==> config.mk <==
export PLATFORM = sky130hd
export DESIGN_NAME = seq_debug_cmd_ctrl
export DESIGN_NICKNAME = d
export VERILOG_FILES = /design/src/rtl/seq_debug_cmd_ctrl.sv
export SDC_FILE = /design/constraint.sdc
export NUM_CORES = 1
export LEC_CHECK = 0
export BUFFER_PORTS_ARGS = -buffer_cell sky130_fd_sc_hd__buf_4
export CORE_ASPECT_RATIO = 0.9
export CORE_MARGIN = 2
export CORE_UTILIZATION = 45
export CTS_BUF_LIST = sky130_fd_sc_hd__clkbuf_8
export CTS_CLUSTER_SIZE = 24
export DETAILED_ROUTE_END_ITERATION = 8
export PLACE_DENSITY_LB_ADDON = 0.15
export SLEW_MARGIN = 25
export SYNTH_ARGS = -nofsm -noshare
export SYNTH_HDL_FRONTEND = slang
export SYNTH_SLANG_ARGS = --single-unit
export TNS_END_PERCENT = 50
==> constraint.sdc <==
create_clock -name clk -period 7.1 [get_ports clk]
set_clock_uncertainty 0.2 [all_clocks]
set_input_delay 2.13 -clock clk [delete_from_list [all_inputs] [get_ports clk]]
set_output_delay 2.13 -clock clk [all_outputs]
set_load 0.02 [all_outputs]
==> src/rtl/seq_debug_cmd_ctrl.sv <==
// Avalon-MM master that posts a debug command into the sequencer mailbox and polls for completion.
// Build with SEQ_DBG_TIMEOUT_EN defined to add the saturating poll timeout (rsp_status 2).
module seq_debug_cmd_ctrl #(
   parameter logic [31:0] CMD_BASE       = 32'h0001_52AC,
   parameter int          NUM_PARAMS     = 4,
   parameter int          POLL_GAP       = 16,
   parameter logic [31:0] TIMEOUT_CYCLES = 32'd65535
) (
   input  logic                     clk,
   input  logic                     reset,
   input  logic                     cmd_valid,
   output logic                     cmd_ready,
   input  logic [31:0]              cmd_code,
   input  logic [32*NUM_PARAMS-1:0] cmd_params,
   output logic                     rsp_valid,
   output logic [1:0]               rsp_status,
   output logic [31:0]              rsp_data,
   output logic [31:0]              avm_address,
   output logic                     avm_write,
   output logic                     avm_read,
   output logic [31:0]              avm_writedata,
   input  logic [31:0]              avm_readdata,
   input  logic                     avm_waitrequest,
   input  logic                     avm_readdatavalid
);
   localparam int IDX_W = $clog2(NUM_PARAMS) + 1;
   localparam int SEL_W = (NUM_PARAMS > 1) ? $clog2(NUM_PARAMS) : 1;
   localparam int GAP_W = $clog2(POLL_GAP) + 1;
   localparam logic [31:0] STAT_ADDR  = CMD_BASE + 32'd4;
   localparam logic [31:0] PARAM_ADDR = CMD_BASE + 32'd8;

   typedef enum logic [2:0] {
      IDLE, WR_PARAM, WR_CMD, RD_STAT, WAIT_RD, GAP, CLR_STAT, RESP
   } state_t;

   state_t           state_q, state_d;
   logic [IDX_W-1:0] idx_q, idx_d;
   logic [GAP_W-1:0] gap_q, gap_d;
   logic [31:0]      code_q, code_d;
   logic [31:0]      param_q [NUM_PARAMS];
   logic [31:0]      param_d [NUM_PARAMS];
   logic [31:0]      param_in [NUM_PARAMS];
   logic             cmd_ready_q, cmd_ready_d;
   logic             rsp_valid_q, rsp_valid_d;
   logic [1:0]       rsp_status_q, rsp_status_d;
   logic [31:0]      rsp_data_q, rsp_data_d;
   logic [31:0]      addr_q, addr_d;
   logic             write_q, write_d;
   logic             read_q, read_d;
   logic [31:0]      wdata_q, wdata_d;
   logic             clr_go;
   logic             timed_out;

   for (genvar gi = 0; gi < NUM_PARAMS; gi++) begin : g_unpack
      assign param_in[gi] = cmd_params[32*gi +: 32];
   end

`ifdef SEQ_DBG_TIMEOUT_EN
   logic [31:0] tmo_q, tmo_d;

   // Counts only while polling; held at all-ones instead of wrapping.
   always_comb begin
      tmo_d = tmo_q;
      if (state_q == WR_CMD && !avm_waitrequest) begin
         tmo_d = '0;
      end else if ((state_q == RD_STAT || state_q == WAIT_RD || state_q == GAP) && tmo_q != '1) begin
         tmo_d = tmo_q + 32'd1;
      end
   end

   assign timed_out = (tmo_q >= TIMEOUT_CYCLES);
`else
   assign timed_out = 1'b0;
`endif

   always_comb begin
      state_d      = state_q;
      idx_d        = idx_q;
      gap_d        = gap_q;
      code_d       = code_q;
      param_d      = param_q;
      cmd_ready_d  = cmd_ready_q;
      rsp_valid_d  = 1'b0;
      rsp_status_d = rsp_status_q;
      rsp_data_d   = rsp_data_q;
      addr_d       = addr_q;
      write_d      = write_q;
      read_d       = read_q;
      wdata_d      = wdata_q;
      clr_go       = 1'b0;

      unique case (state_q)
         IDLE: begin
            if (cmd_valid) begin
               code_d      = cmd_code;
               param_d     = param_in;
               idx_d       = '0;
               cmd_ready_d = 1'b0;
               write_d     = 1'b1;
               addr_d      = PARAM_ADDR;
               wdata_d     = param_in[0];
               state_d     = WR_PARAM;
            end
         end
         WR_PARAM: begin
            if (!avm_waitrequest) begin
               if (idx_q == IDX_W'(NUM_PARAMS - 1)) begin
                  addr_d  = CMD_BASE;
                  wdata_d = code_q;
                  state_d = WR_CMD;
               end else begin
                  idx_d   = idx_q + 1'b1;
                  addr_d  = PARAM_ADDR + (32'(idx_d) << 2);
                  wdata_d = param_q[idx_d[SEL_W-1:0]];
               end
            end
         end
         WR_CMD: begin
            if (!avm_waitrequest) begin
               write_d = 1'b0;
               read_d  = 1'b1;
               addr_d  = STAT_ADDR;
               state_d = RD_STAT;
            end
         end
         // A read already on the bus is never withdrawn; a timeout is acted on once its data returns.
         RD_STAT: begin
            if (!avm_waitrequest) begin
               read_d  = 1'b0;
               state_d = WAIT_RD;
            end
         end
         WAIT_RD: begin
            if (avm_readdatavalid) begin
               rsp_data_d = avm_readdata;
               if (avm_readdata[7:0] == 8'h02) begin
                  rsp_status_d = 2'd0;
                  clr_go       = 1'b1;
               end else if (avm_readdata[7:0] == 8'h03) begin
                  rsp_status_d = 2'd1;
                  clr_go       = 1'b1;
               end else if (timed_out) begin
                  rsp_status_d = 2'd2;
                  clr_go       = 1'b1;
               end else begin
                  gap_d   = '0;
                  state_d = GAP;
               end
            end
         end
         GAP: begin
            if (timed_out) begin
               rsp_status_d = 2'd2;
               clr_go       = 1'b1;
            end else if (gap_q == GAP_W'(POLL_GAP - 1)) begin
               read_d  = 1'b1;
               addr_d  = STAT_ADDR;
               state_d = RD_STAT;
            end else begin
               gap_d = gap_q + 1'b1;
            end
         end
         CLR_STAT: begin
            if (!avm_waitrequest) begin
               write_d     = 1'b0;
               rsp_valid_d = 1'b1;
               state_d     = RESP;
            end
         end
         RESP: begin
            cmd_ready_d = 1'b1;
            state_d     = IDLE;
         end
         default: state_d = IDLE;
      endcase

      if (clr_go) begin
         write_d = 1'b1;
         addr_d  = STAT_ADDR;
         wdata_d = 32'd0;
         state_d = CLR_STAT;
      end
   end

   always_ff @(posedge clk) begin
      if (reset) begin
         state_q      <= IDLE;
         idx_q        <= '0;
         gap_q        <= '0;
         code_q       <= '0;
         for (int i = 0; i < NUM_PARAMS; i++) param_q[i] <= '0;
         cmd_ready_q  <= 1'b1;
         rsp_valid_q  <= 1'b0;
         rsp_status_q <= 2'd0;
         rsp_data_q   <= '0;
         addr_q       <= '0;
         write_q      <= 1'b0;
         read_q       <= 1'b0;
         wdata_q      <= '0;
`ifdef SEQ_DBG_TIMEOUT_EN
         tmo_q        <= '0;
`endif
      end else begin
         state_q      <= state_d;
         idx_q        <= idx_d;
         gap_q        <= gap_d;
         code_q       <= code_d;
         param_q      <= param_d;
         cmd_ready_q  <= cmd_ready_d;
         rsp_valid_q  <= rsp_valid_d;
         rsp_status_q <= rsp_status_d;
         rsp_data_q   <= rsp_data_d;
         addr_q       <= addr_d;
         write_q      <= write_d;
         read_q       <= read_d;
         wdata_q      <= wdata_d;
`ifdef SEQ_DBG_TIMEOUT_EN
         tmo_q        <= tmo_d;
`endif
      end
   end

   // Held low while reset is asserted so the requester never sees a ready idle flop mid-reset.
   assign cmd_ready     = cmd_ready_q & ~reset;
   assign rsp_valid     = rsp_valid_q;
   assign rsp_status    = rsp_status_q;
   assign rsp_data      = rsp_data_q;
   assign avm_address   = addr_q;
   assign avm_write     = write_q;
   assign avm_read      = read_q;
   assign avm_writedata = wdata_q;
endmodule

==> summary.md <==
| Metric | Value |
|---|---|
| Reg power frac | `37.9%` |
| Status | `completed` |
| Routability congestion estimate | `0.801` |
| Comb pwr share | `37.5%` |
| Largest fanout on the critical path | `47` |
| Vias in the first global route | `8826` |
| Prevailing post-synth register cell | `dfxtp_1` |
| Vias/cell | `5.09` |
| Remaining Overflow, GRT | `0` |
| Switch Pwr | `1.81 mW` |
| YS warnings | `0` |
| Die H | `149 um` |
| Clock Sinks | `246` |
| Clk_lat worst skew | `0.53 ns` |
| Slew headroom | `38.0%` |
| CTS resizes | `0` |
| Hold crit path type | `reg2reg` |
| Starting Density | `45.4%` |
| Largest net degree at the start of global routing | `99` |
| Core footprint | `0.0231 mm2` |
| Achievable Freq | `199 MHz` |
| Layout cells sized above 1 | `25.1%` |
| Mapped Cells | `1309` |
| Worst-Margin Slew | `0.930 ns` |
| # rows | `53` |
| Flops & latches, synth | `246` |
| First-pass GRT wire length | `46100 um` |
| Filler cells | `2241` |
| WL/cell | `15.7 um` |
| Final Hold Violating Endpoints | `0` |
| Max VDD drop | `0.168 mV` |
| Avg Inst Size Synth | `8.03 um2` |
| Post-Layout Inst Area | `0.0133 mm2` |
| Nets | `1738` |
| First-pass DRT Iterations | `5` |
| Top-count cell post-synth | `nand2_1` |
| Antenna diodes | `0` |
| Tot GR Track Use | `23.4%` |
| Pint | `3.00 mW` |
| Routed via count | `9473` |
| Post CTS Setup Buffer Count | `0` |
| Post-DP HPWL | `18900 um` |
| Top cells by count, synth | `489 x nand2_1, 246 x dfxtp_1, 240 x a21oi_1, 76 x clkbuf_1, 37 x nand3_1` |
| Post-DRT Antenna Nets | `0` |
| Max cap viols | `0` |
| Largest cells by area after synthesis | `dfxtp_1 47%, nand2_1 17%, a21oi_1 11%` |
| Detailed Route WL | `29300 um` |
| EDFF count, synth | `0` |
| P&R area growth vs syn | `26.4%` |
| Placed Area | `0.0125 mm2` |
| Async set or reset register ratio after synthesis | `0%` |
| IO buf count | `275` |
| Starting DRT DRC Count | `604` |
| Crit path kind | `in2out` |
| Part of the cycle the worst path needs | `70.7%` |
| Sw frac | `37.7%` |
| Post-CTS Hold Fix Bufs | `0` |
| Setup Viol. Count Final | `0` |
| CTS max path bufs | `3` |
| I/O pins | `299` |
| Reg clk slew, reported paths | `0.05 ns` |
| Num CTS Buffers | `42` |
| Root Buffer | `clkbuf_8` |
| Final Max Slew Viols | `0` |
| TritonCTS clock tree | `yes` |
| CP arrival | `2.69 ns` |
| WP data required | `4.77 ns` |
| Netlist cell types | `50` |
| Power Density | `362 mW/mm2` |
| CP Capture Type | `output pin` |
| H-tree levels | `2` |
| Synth top area share | `46.9%` |
| Sequential area share after synthesis | `46.9%` |
| RSZ-0062 raised after global routing | `no` |
| Nature of the critical path startpoint | `input pin` |
| Chip width | `165 um` |
| DIE AREA | `0.0246 mm2` |
| Leak Pwr | `5.37 nW` |
| Initial antenna violation count | `0` |
| Total power | `4.81 mW` |
| Tmin final | `5.02 ns` |
| Clock share of power | `24.6%` |
| Biggest area consumer among synthesized cells | `dfxtp_1` |
| Mapped Area | `0.0105 mm2` |
| Setup_tns | `0 ns` |
| DRC violations left | `0` |
==> cell families after synthesis <==
family / after synthesis / share of synthesized area [%]
simple gates: 574 / 22.0
compound gates: 299 / 15.9
flops: 246 / 46.9
buf+inv: 140 / 6.55
mux: 37 / 7.35
fa+ha+maj: 10 / 1.19
xor+xnor: 2 / 0.167
other cells: 1 / 0.0357
==> registers in the layout, summed over array words and instances, names as in the netlist <==
signal         count
avm_address        6
avm_read           1
avm_write          1
avm_writedata     32
cmd_ready_q        1
code_q            32
gap_q              5
idx_q              3
param_q          128
rsp_data          32
rsp_status         1
rsp_valid          1
state_q            3
==> critical path, cell delays in order <==
cell and delay [ns]:
buf_6 0.30, nor2b_1 0.09, buf_4 0.17
==> final timing paths <==
kind	cells past startpoint	end	from	slack (ns)
worst max-delay path	3	cmd_ready	reset	2.08
worst min-delay path	2	param_q[53]	param_q[53]	0.25
worst max register to register	7	state_q[2]	idx_q[1]	3.48
worst min register to register	2	param_q[53]	param_q[53]	0.25
==> final cells by class <==
class,instances,area (um2),area share (%)
multi-input combinational,945,5010,37.7
sequential,246,4930,37.1
timing repair buffer,288,2170,16.3
clock buffer,50,688,5.18
tap,302,378,2.84
clock inverter,21,86.3,0.650
inverter,8,30.0,0.226
==> power groups by stage <==
stage               logic, mW  clock network, mW  registers [mW]
global placement         1.78                  0            1.84
CTS                      1.81               1.21            1.83
finish                   1.80               1.18            1.83
global route             1.99               1.28            1.86
detailed placement       1.81                  0            1.85
floorplan                1.16                  0            1.94
==> cell usage in the layout (no fill, tap or decap), drive strengths merged, types with 2 or more instances in the layout <==
master,count
nand3,37
a311oi,3
inv,25
nor3b,3
a221oi,2
nor2,16
o21a,4
o211ai,32
ha,10
clkinv,3
nor4bb,2
nor2b,3
a21oi,240
conb,23
dfxtp,246
and2,2
mux4,32
and3,3
nor3,4
nand2,489
nor4,2
or3,3
clkbuf,50
nand2b,4
mux2i,4
buf,288
o21ai,9
or4,3
==> per-stage QoR <==
| stage | hold WS [ns] | worst slack [ns] | util, % | instances |
|---|---|---|---|---|
| after floorplan | 0.233 | 1.99 | - | 1331 |
| after global placement | 0.238 | 2.08 | 54.0 | 1788 |
| after detailed placement | 0.246 | 2.07 | 54.1 | 1789 |
| after CTS | 0.253 | 2.07 | 57.4 | 1860 |
| after global routing | 0.266 | 2.02 | 57.4 | 1860 |
| final | 0.251 | 2.08 | 57.4 | 1860 |
==> per-layer routing <==
metal  track usage (%)  routed length [um]  up-vias
met5                 0                   0        -
met4              6.74                 602        0
met3              5.09                1850       45
met2              37.0               13300      264
met1              32.4               13500     4374
li1                  -                   -     4790
No activity file was read; power rests on OpenSTA's default activity.
